<file path="src/rtl/bch_dec_serial_t2.sv">
// Bit-serial double-error-correcting binary BCH decoder over GF(2^M).
// The frame is buffered, syndromes are built on the fly, then solve, Chien search, fix and stream.
module bch_dec_serial_t2 #(
    parameter int         M         = 4,
    parameter logic [M:0] PRIM_POLY = 5'b10011,
    parameter int         K         = 7
) (
    input  logic       clk,
    input  logic       rst_n,
    input  logic       i_in_valid,
    output logic       o_in_ready,
    input  logic       i_in_bit,
    output logic       o_out_valid,
    input  logic       i_out_ready,
    output logic       o_out_bit,
    output logic       o_out_last,
    output logic [1:0] o_err_count,
    output logic       o_uncorr,
    output logic       o_busy
);

    localparam int N  = (1 << M) - 1;
    localparam int CW = M + 1;

    // Shift-and-reduce multiply: M partial products, reduction by PRIM_POLY each step.
    function automatic logic [M-1:0] gfMul(input logic [M-1:0] a, input logic [M-1:0] b);
        logic [M-1:0] acc;
        logic [M-1:0] sh;
        acc = '0;
        sh  = a;
        for (int i = 0; i < M; i++) begin
            if (b[i]) acc = acc ^ sh;
            sh = {sh[M-2:0], 1'b0} ^ (sh[M-1] ? PRIM_POLY[M-1:0] : '0);
        end
        return acc;
    endfunction

    localparam logic [M-1:0] A1 = M'(2);
    localparam logic [M-1:0] A2 = gfMul(A1, A1);
    localparam logic [M-1:0] A3 = gfMul(A2, A1);

    typedef enum logic [2:0] {S_IDLE, S_LOAD, S_SOLVE, S_CHIEN, S_FIX, S_OUT} state_t;

    state_t          r_state;
    state_t          w_next;
    logic [N-1:0]    r_buf;
    logic [N-1:0]    r_mask;
    logic [M-1:0]    r_s1;
    logic [M-1:0]    r_s3;
    logic [M-1:0]    r_inv;
    logic [M-1:0]    r_cube;
    logic [M-1:0]    r_r1;
    logic [M-1:0]    r_r2;
    logic [CW-1:0]   r_cnt;
    logic [1:0]      r_deg;
    logic [1:0]      r_roots;
    logic [1:0]      r_err;
    logic            r_uncorr;

    logic            w_in_fire;
    logic            w_out_fire;
    logic            w_last;
    logic            w_root;
    logic [M-1:0]    w_bit;
    logic [M-1:0]    w_prod;
    logic [M-1:0]    w_sigma2;

    assign w_in_fire  = i_in_valid & o_in_ready;
    assign w_out_fire = o_out_valid & i_out_ready;
    assign w_last     = (r_cnt == CW'(K - 1));
    assign w_bit      = {{(M-1){1'b0}}, i_in_bit};
    assign w_prod     = gfMul(r_inv, r_s1);
    assign w_sigma2   = gfMul(r_s3 ^ r_cube, r_inv);
    assign w_root     = ((r_r1 ^ r_r2 ^ M'(1)) == '0);

    always_ff @(posedge clk or negedge rst_n) begin
        if (!rst_n) r_state <= S_IDLE;
        else        r_state <= w_next;
    end

    always_comb begin
        w_next      = r_state;
        o_in_ready  = 1'b0;
        o_out_valid = 1'b0;
        o_busy      = 1'b1;
        case (r_state)
            S_IDLE: begin
                o_in_ready = 1'b1;
                o_busy     = 1'b0;
                if (i_in_valid) w_next = S_LOAD;
            end
            S_LOAD: begin
                o_in_ready = 1'b1;
                if (i_in_valid && r_cnt == CW'(N - 1)) w_next = S_SOLVE;
            end
            S_SOLVE: begin
                if (r_cnt == CW'(M)) w_next = (r_s1 == '0) ? S_OUT : S_CHIEN;
            end
            S_CHIEN: begin
                if (r_cnt == '0) w_next = S_FIX;
            end
            S_FIX:   w_next = S_OUT;
            S_OUT: begin
                o_out_valid = 1'b1;
                if (i_out_ready && w_last) w_next = S_IDLE;
            end
            default: w_next = S_IDLE;
        endcase
    end

    assign o_out_bit   = o_out_valid & r_buf[N-1];
    assign o_out_last  = o_out_valid & w_last;
    assign o_err_count = o_out_valid ? r_err : 2'b00;
    assign o_uncorr    = o_out_valid & r_uncorr;

    always_ff @(posedge clk or negedge rst_n) begin
        if (!rst_n) begin
            r_buf    <= '0;
            r_mask   <= '0;
            r_s1     <= '0;
            r_s3     <= '0;
            r_inv    <= '0;
            r_cube   <= '0;
            r_r1     <= '0;
            r_r2     <= '0;
            r_cnt    <= '0;
            r_deg    <= '0;
            r_roots  <= '0;
            r_err    <= '0;
            r_uncorr <= 1'b0;
        end else begin
            case (r_state)
                S_IDLE: if (w_in_fire) begin
                    r_buf    <= {r_buf[N-2:0], i_in_bit};
                    r_s1     <= w_bit;
                    r_s3     <= w_bit;
                    r_cnt    <= CW'(1);
                    r_mask   <= '0;
                    r_inv    <= M'(1);
                    r_deg    <= '0;
                    r_roots  <= '0;
                    r_err    <= '0;
                    r_uncorr <= 1'b0;
                end
                S_LOAD: if (w_in_fire) begin
                    r_buf <= {r_buf[N-2:0], i_in_bit};
                    r_s1  <= gfMul(r_s1, A1) ^ w_bit;
                    r_s3  <= gfMul(r_s3, A3) ^ w_bit;
                    r_cnt <= (r_cnt == CW'(N - 1)) ? '0 : r_cnt + CW'(1);
                end
                S_SOLVE: begin
                    r_cnt <= r_cnt + CW'(1);
                    // r_inv walks S1^(2^(c+1)-2); after M-1 steps it is S1^-1.
                    if (r_cnt < CW'(M - 1)) begin
                        r_inv <= gfMul(w_prod, w_prod);
                    end else if (r_cnt == CW'(M - 1)) begin
                        r_cube <= gfMul(gfMul(r_s1, r_s1), r_s1);
                    end else if (r_s1 == '0) begin
                        r_cnt    <= '0;
                        r_uncorr <= (r_s3 != '0);
                    end else begin
                        r_cnt <= CW'(N - 1);
                        r_r1  <= gfMul(r_s1, A1);
                        if (r_cube == r_s3) begin
                            r_deg <= 2'd1;
                            r_r2  <= '0;
                        end else begin
                            r_deg <= 2'd2;
                            r_r2  <= gfMul(w_sigma2, A2);
                        end
                    end
                end
                S_CHIEN: begin
                    if (w_root) begin
                        r_mask[r_cnt[M-1:0]] <= 1'b1;
                        if (r_roots != 2'd3) r_roots <= r_roots + 2'd1;
                    end
                    r_r1 <= gfMul(r_r1, A1);
                    r_r2 <= gfMul(r_r2, A2);
                    if (r_cnt != '0) r_cnt <= r_cnt - CW'(1);
                end
                S_FIX: begin
                    if (r_roots == r_deg) begin
                        r_buf <= r_buf ^ r_mask;
                        r_err <= r_deg;
                    end else begin
                        r_uncorr <= 1'b1;
                    end
                    r_cnt <= '0;
                end
                S_OUT: if (w_out_fire) begin
                    r_buf <= {r_buf[N-2:0], 1'b0};
                    r_cnt <= r_cnt + CW'(1);
                end
                default: ;
            endcase
        end
    end

endmodule

</file>
<file path="config.mk">
export PLATFORM = sky130hd
export DESIGN_NAME = bch_dec_serial_t2
export DESIGN_NICKNAME = d
export VERILOG_FILES = /design/src/rtl/bch_dec_serial_t2.sv
export SDC_FILE = /design/constraint.sdc
export NUM_CORES = 1
export LEC_CHECK = 0
export BUFFER_PORTS_ARGS = -buffer_cell sky130_fd_sc_hd__buf_2
export CAP_MARGIN = 25
export CORE_ASPECT_RATIO = 0.7
export CORE_MARGIN = 2
export CORE_UTILIZATION = 50
export DETAILED_ROUTE_END_ITERATION = 7
export GPL_ROUTABILITY_DRIVEN = 0
export PLACE_DENSITY = 0.66
export SETUP_SLACK_MARGIN = 0.5
export SYNTH_ARGS = -nofsm -noshare
export SYNTH_HDL_FRONTEND = slang
export SYNTH_SLANG_ARGS = --single-unit
</file>
<file path="constraint.sdc">
create_clock -name clk -period 3.15 [get_ports clk]
set_input_delay 0.1575 -clock clk [delete_from_list [all_inputs] [get_ports clk]]
set_output_delay 0.1575 -clock clk [all_outputs]
set_load 0.01 [all_outputs]
</file>
==> impl_metrics.py <==
metrics = {
    "run_status": {
        "status": "completed",
    },
    "global_route": {
        "grt.overflow.total": 0,
        "grt.total_usage_pct": 24.9,
        "antenna_found_initial": 0,
        "grt_pass1_wl_um": 20800,
        "grt_pass1_vias": 4154,
        "grt_max_degree": 49,
    },
    "final_layout": {
        "final_util_pct": 56.1,
        "final_common_cell": "nand2_1",
        "area_delta_synth_final_pct": 9.86,
        "fillCellCount": 877,
        "drive_gt1_share_pct": 11.6,
        "multiInputGateArea_um2": 2950,
        "final_cell_mix": "nand2_1 (81), a21oi_1 (80), dfrtp_1 (68)",
        "fin_nets": 634,
        "antenna-diode-count": 0,
        "seq_area_um2": 1730,
    },
    "power": {
        "ir_drop_uv": 576,
        "p_clk_share_pct": 14.6,
        "netSwitchingPower_uw": 2990,
        "p_sw_share_pct": 48.3,
        "pwr-share-seq_pct": 25.5,
        "combPwrFrac_pct": 59.9,
        "power.static_leakage_uw": 0.00224,
        "powerDensity_nw_per_um2": 1140,
        "internal-power_uw": 3200,
    },
    "timing": {
        "finClkSkew_ns": 0.00674,
        "setup-tns-final_ns": 0,
        "finalSetupViolCount": 0,
        "rsz0062_at_grt": "no",
        "worst_pin_slew_ns": 0.656,
        "fmax_ghz": 0.403,
        "finalCritPeriodShare_pct": 78.8,
        "final_hold_viol_count": 0,
        "period_minus_slack_ns": 2.48,
        "final_max_slew_viol_count": 0,
        "max_slew_margin_pct": 56.1,
    },
    "worst_setup_path": {
        "cp_data_arrival_time_ns": 2.69,
        "r2r_setup_slack_ns": 0.67,
        "crit_path_start_kind": "flip-flop",
        "worstPathRequired_ns": 3.36,
        "slowest_delay_ns": 0.56,
        "r2r-end": "r_r2[1]$_DFFE_PN0P_",
        "endpoint": "r_r2[1]$_DFFE_PN0P_",
        "critical_path.max_fanout": 5,
        "cp_cell_sequence": "xor2_1, inv_1, ha_1, nand2_1, xnor3_1, xor2_1, a221oi_1, a21oi_1",
        "cp-startpoint": "r_s3[2]$_DFFE_PN0P_",
        "cpMostUsedCell": "xor2_1",
        "crit_type": "flip-flop to flip-flop",
        "worstRegToRegCells": 8,
        "reg2reg_from": "r_s3[2]$_DFFE_PN0P_",
        "worst_path_max_delay_cell": "xor2_1",
        "cp-end-kind": "flip-flop",
    },
    "place": {
        "io_buffer_count": 12,
        "hpwl_um": 8860,
    },
    "clock_tree": {
        "cts_tree": "built",
        "path_clk_slew_ns": 0.06,
        "cts_buffer_depth": 2,
        "root_buffer": "clkbuf_16",
        "clkLatencyLatePin_ns": 0.34,
        "cts_max_level": 3,
        "cts-buffers-inserted": 9,
        "cts_sinks": 69,
    },
    "synthesis": {
        "postSynth.asyncResetShare_pct": 100,
        "synth_nets": 632,
        "synth_warnings": 0,
        "synth_top_cell_area_share_pct": 35.1,
        "synth_ff_type": "dfrtp_1",
        "synth.cell_area_um2": 4920,
        "seq_area_frac_synth_pct": 35.1,
        "synth.distinct_cells": 59,
        "yosysTopAreaCell": "dfrtp_1",
        "synthCells": 615,
        "synth_seq_cells": 69,
        "syn_avg_cell_area_um2": 8.01,
        "synth_area_leaders": "dfrtp_1 (35%), a21oi_1 (8.1%), nand2_1 (6.2%), xnor2_1 (6.0%), nor2_1 (4.3%)",
        "synth_edf_count": 0,
    },
    "floorplan": {
        "core_um2": 9650,
        "dieArea_um2": 10700,
        "rows": 30,
        "initial_core_util_pct": 51.0,
        "die_x_um": 123,
        "io_pins": 13,
        "die_h_um": 87.0,
    },
    "detailed_routing": {
        "dr.pass1.iters": 5,
        "via_count": 4473,
        "ant_nets": 0,
        "drtIter0Drc": 443,
        "viasPerCell": 5.96,
        "wl_per_cell_um": 16.5,
        "drc": 0,
        "drt_wl_total_um": 12300,
    },
    "run": {
        "maxCapViolations": 0,
    },
    "hold_path": {
        "hold_path_class": "primary input to flip-flop",
    },
}
## routing by layer
| layer | GRT usage (%) | share of wire (%) | wire (um) |
|---|---|---|---|
| met5 | 0 | 0 | 0 |
| met4 | 7.63 | 1.1 | 136 |
| met3 | 5.96 | 6.1 | 754 |
| met2 | 33.7 | 42 | 5170 |
| met1 | 38.8 | 51 | 6290 |
## power by group through the flow
stage	clock network, uW	logic [uW]	registers [uW]
detailed placement	0	3630	1580
global route	954	4140	1620
global placement	0	3540	1560
finish	903	3710	1580
CTS	919	3650	1570
floorplan	0	2950	1410
## registers in the layout, summed over array words and instances, names as in the netlist, 3 cells and up
name	cells
r_state	3
r_mask	15
r_inv	4
r_s3	4
r_r2	4
r_s1	4
r_buf	15
r_cnt	5
r_cube	4
r_r1	4
## worst min path at each step
stage / from / endpoint / cells past startpoint
floorplan: rst_n / r_buf[0]$_DFFE_PN0P_ / 0
global placement: rst_n / r_inv[1]$_DFFE_PN0P_ / 2
detailed placement: rst_n / r_inv[1]$_DFFE_PN0P_ / 2
CTS: i_out_ready / r_state[0]$_DFFE_PN0P_ / 3
global route: i_out_ready / r_state[0]$_DFFE_PN0P_ / 3
finish: i_in_bit / r_s3[0]$_DFFE_PN0P_ / 3
## Yosys cell counts, types with 5 or more instances
| cell type | n |
|---|---|
| dfrtp_1 | 69 |
| xor2_1 | 22 |
| and3_1 | 6 |
| nor2b_1 | 8 |
| nor2_1 | 56 |
| o22ai_1 | 5 |
| or3_1 | 17 |
| ha_1 | 12 |
| inv_1 | 16 |
| xnor2_1 | 34 |
| clkbuf_1 | 25 |
| nand2_1 | 81 |
| a31oi_1 | 5 |
| buf_2 | 14 |
| nand3_1 | 26 |
| a21oi_1 | 80 |
| o21ai_0 | 39 |
| a22oi_1 | 7 |
| nor3_1 | 13 |
| mux2i_1 | 10 |
## metrics by stage
step	hold WS [ns]	cells	setup WS [ns]	instance area [um^2]	total power, uW
after floorplan	-0.138	615	0.686	4920	4360
after global placement	0.170	733	0.674	5120	5100
after detailed placement	0.164	733	0.612	5120	5210
after CTS	0.193	750	0.590	5390	6140
after global routing	0.226	750	0.521	5410	6720
final	0.200	750	0.669	5410	6190
## kinds of logic (layout without fill, tap and decap cells)
group           after synthesis  in the layout  share of synthesized area (%)
flops                        69             69                           35.1
compound gates              174            174                           21.0
buf+inv                      63             70                           5.59
simple gates                223            223                           20.7
fa+ha+maj                    12             12                           3.05
xor+xnor                     61             61                           11.9
mux                          13             13                           2.72
## critical path: cells and delay by family (launching register included)
| family | cells | cell delay (ns) |
|---|---|---|
| AO/OA/AOI/OAI | 2 | 0.31 |
| XOR/XNOR | 3 | 1.14 |
| adder cells (fa/ha/maj) | 1 | 0.34 |
| buffers and inverters | 1 | 0.11 |
| flip-flops | 1 | 0.40 |
| AND/OR/NAND/NOR | 1 | 0.07 |
## area by class of cell
class / instances / area share [%]
Clock buffer: 11 / 4.30
Clock inverter: 5 / 0.509
Inverter: 20 / 1.46
Multi-Input combinational cell: 483 / 54.6
Sequential cell: 69 / 31.9
Tap cell: 128 / 2.96
Timing Repair Buffer: 34 / 4.21
## timing repair
item	4_1_cts	5_1_grt
endpoints found under the hold margin	69	0
setup buffers	0	0
hold buffers	1	0
gates resized for setup	0	4
setup endpoints to repair	0	5
(Power assumes the default switching activity.)
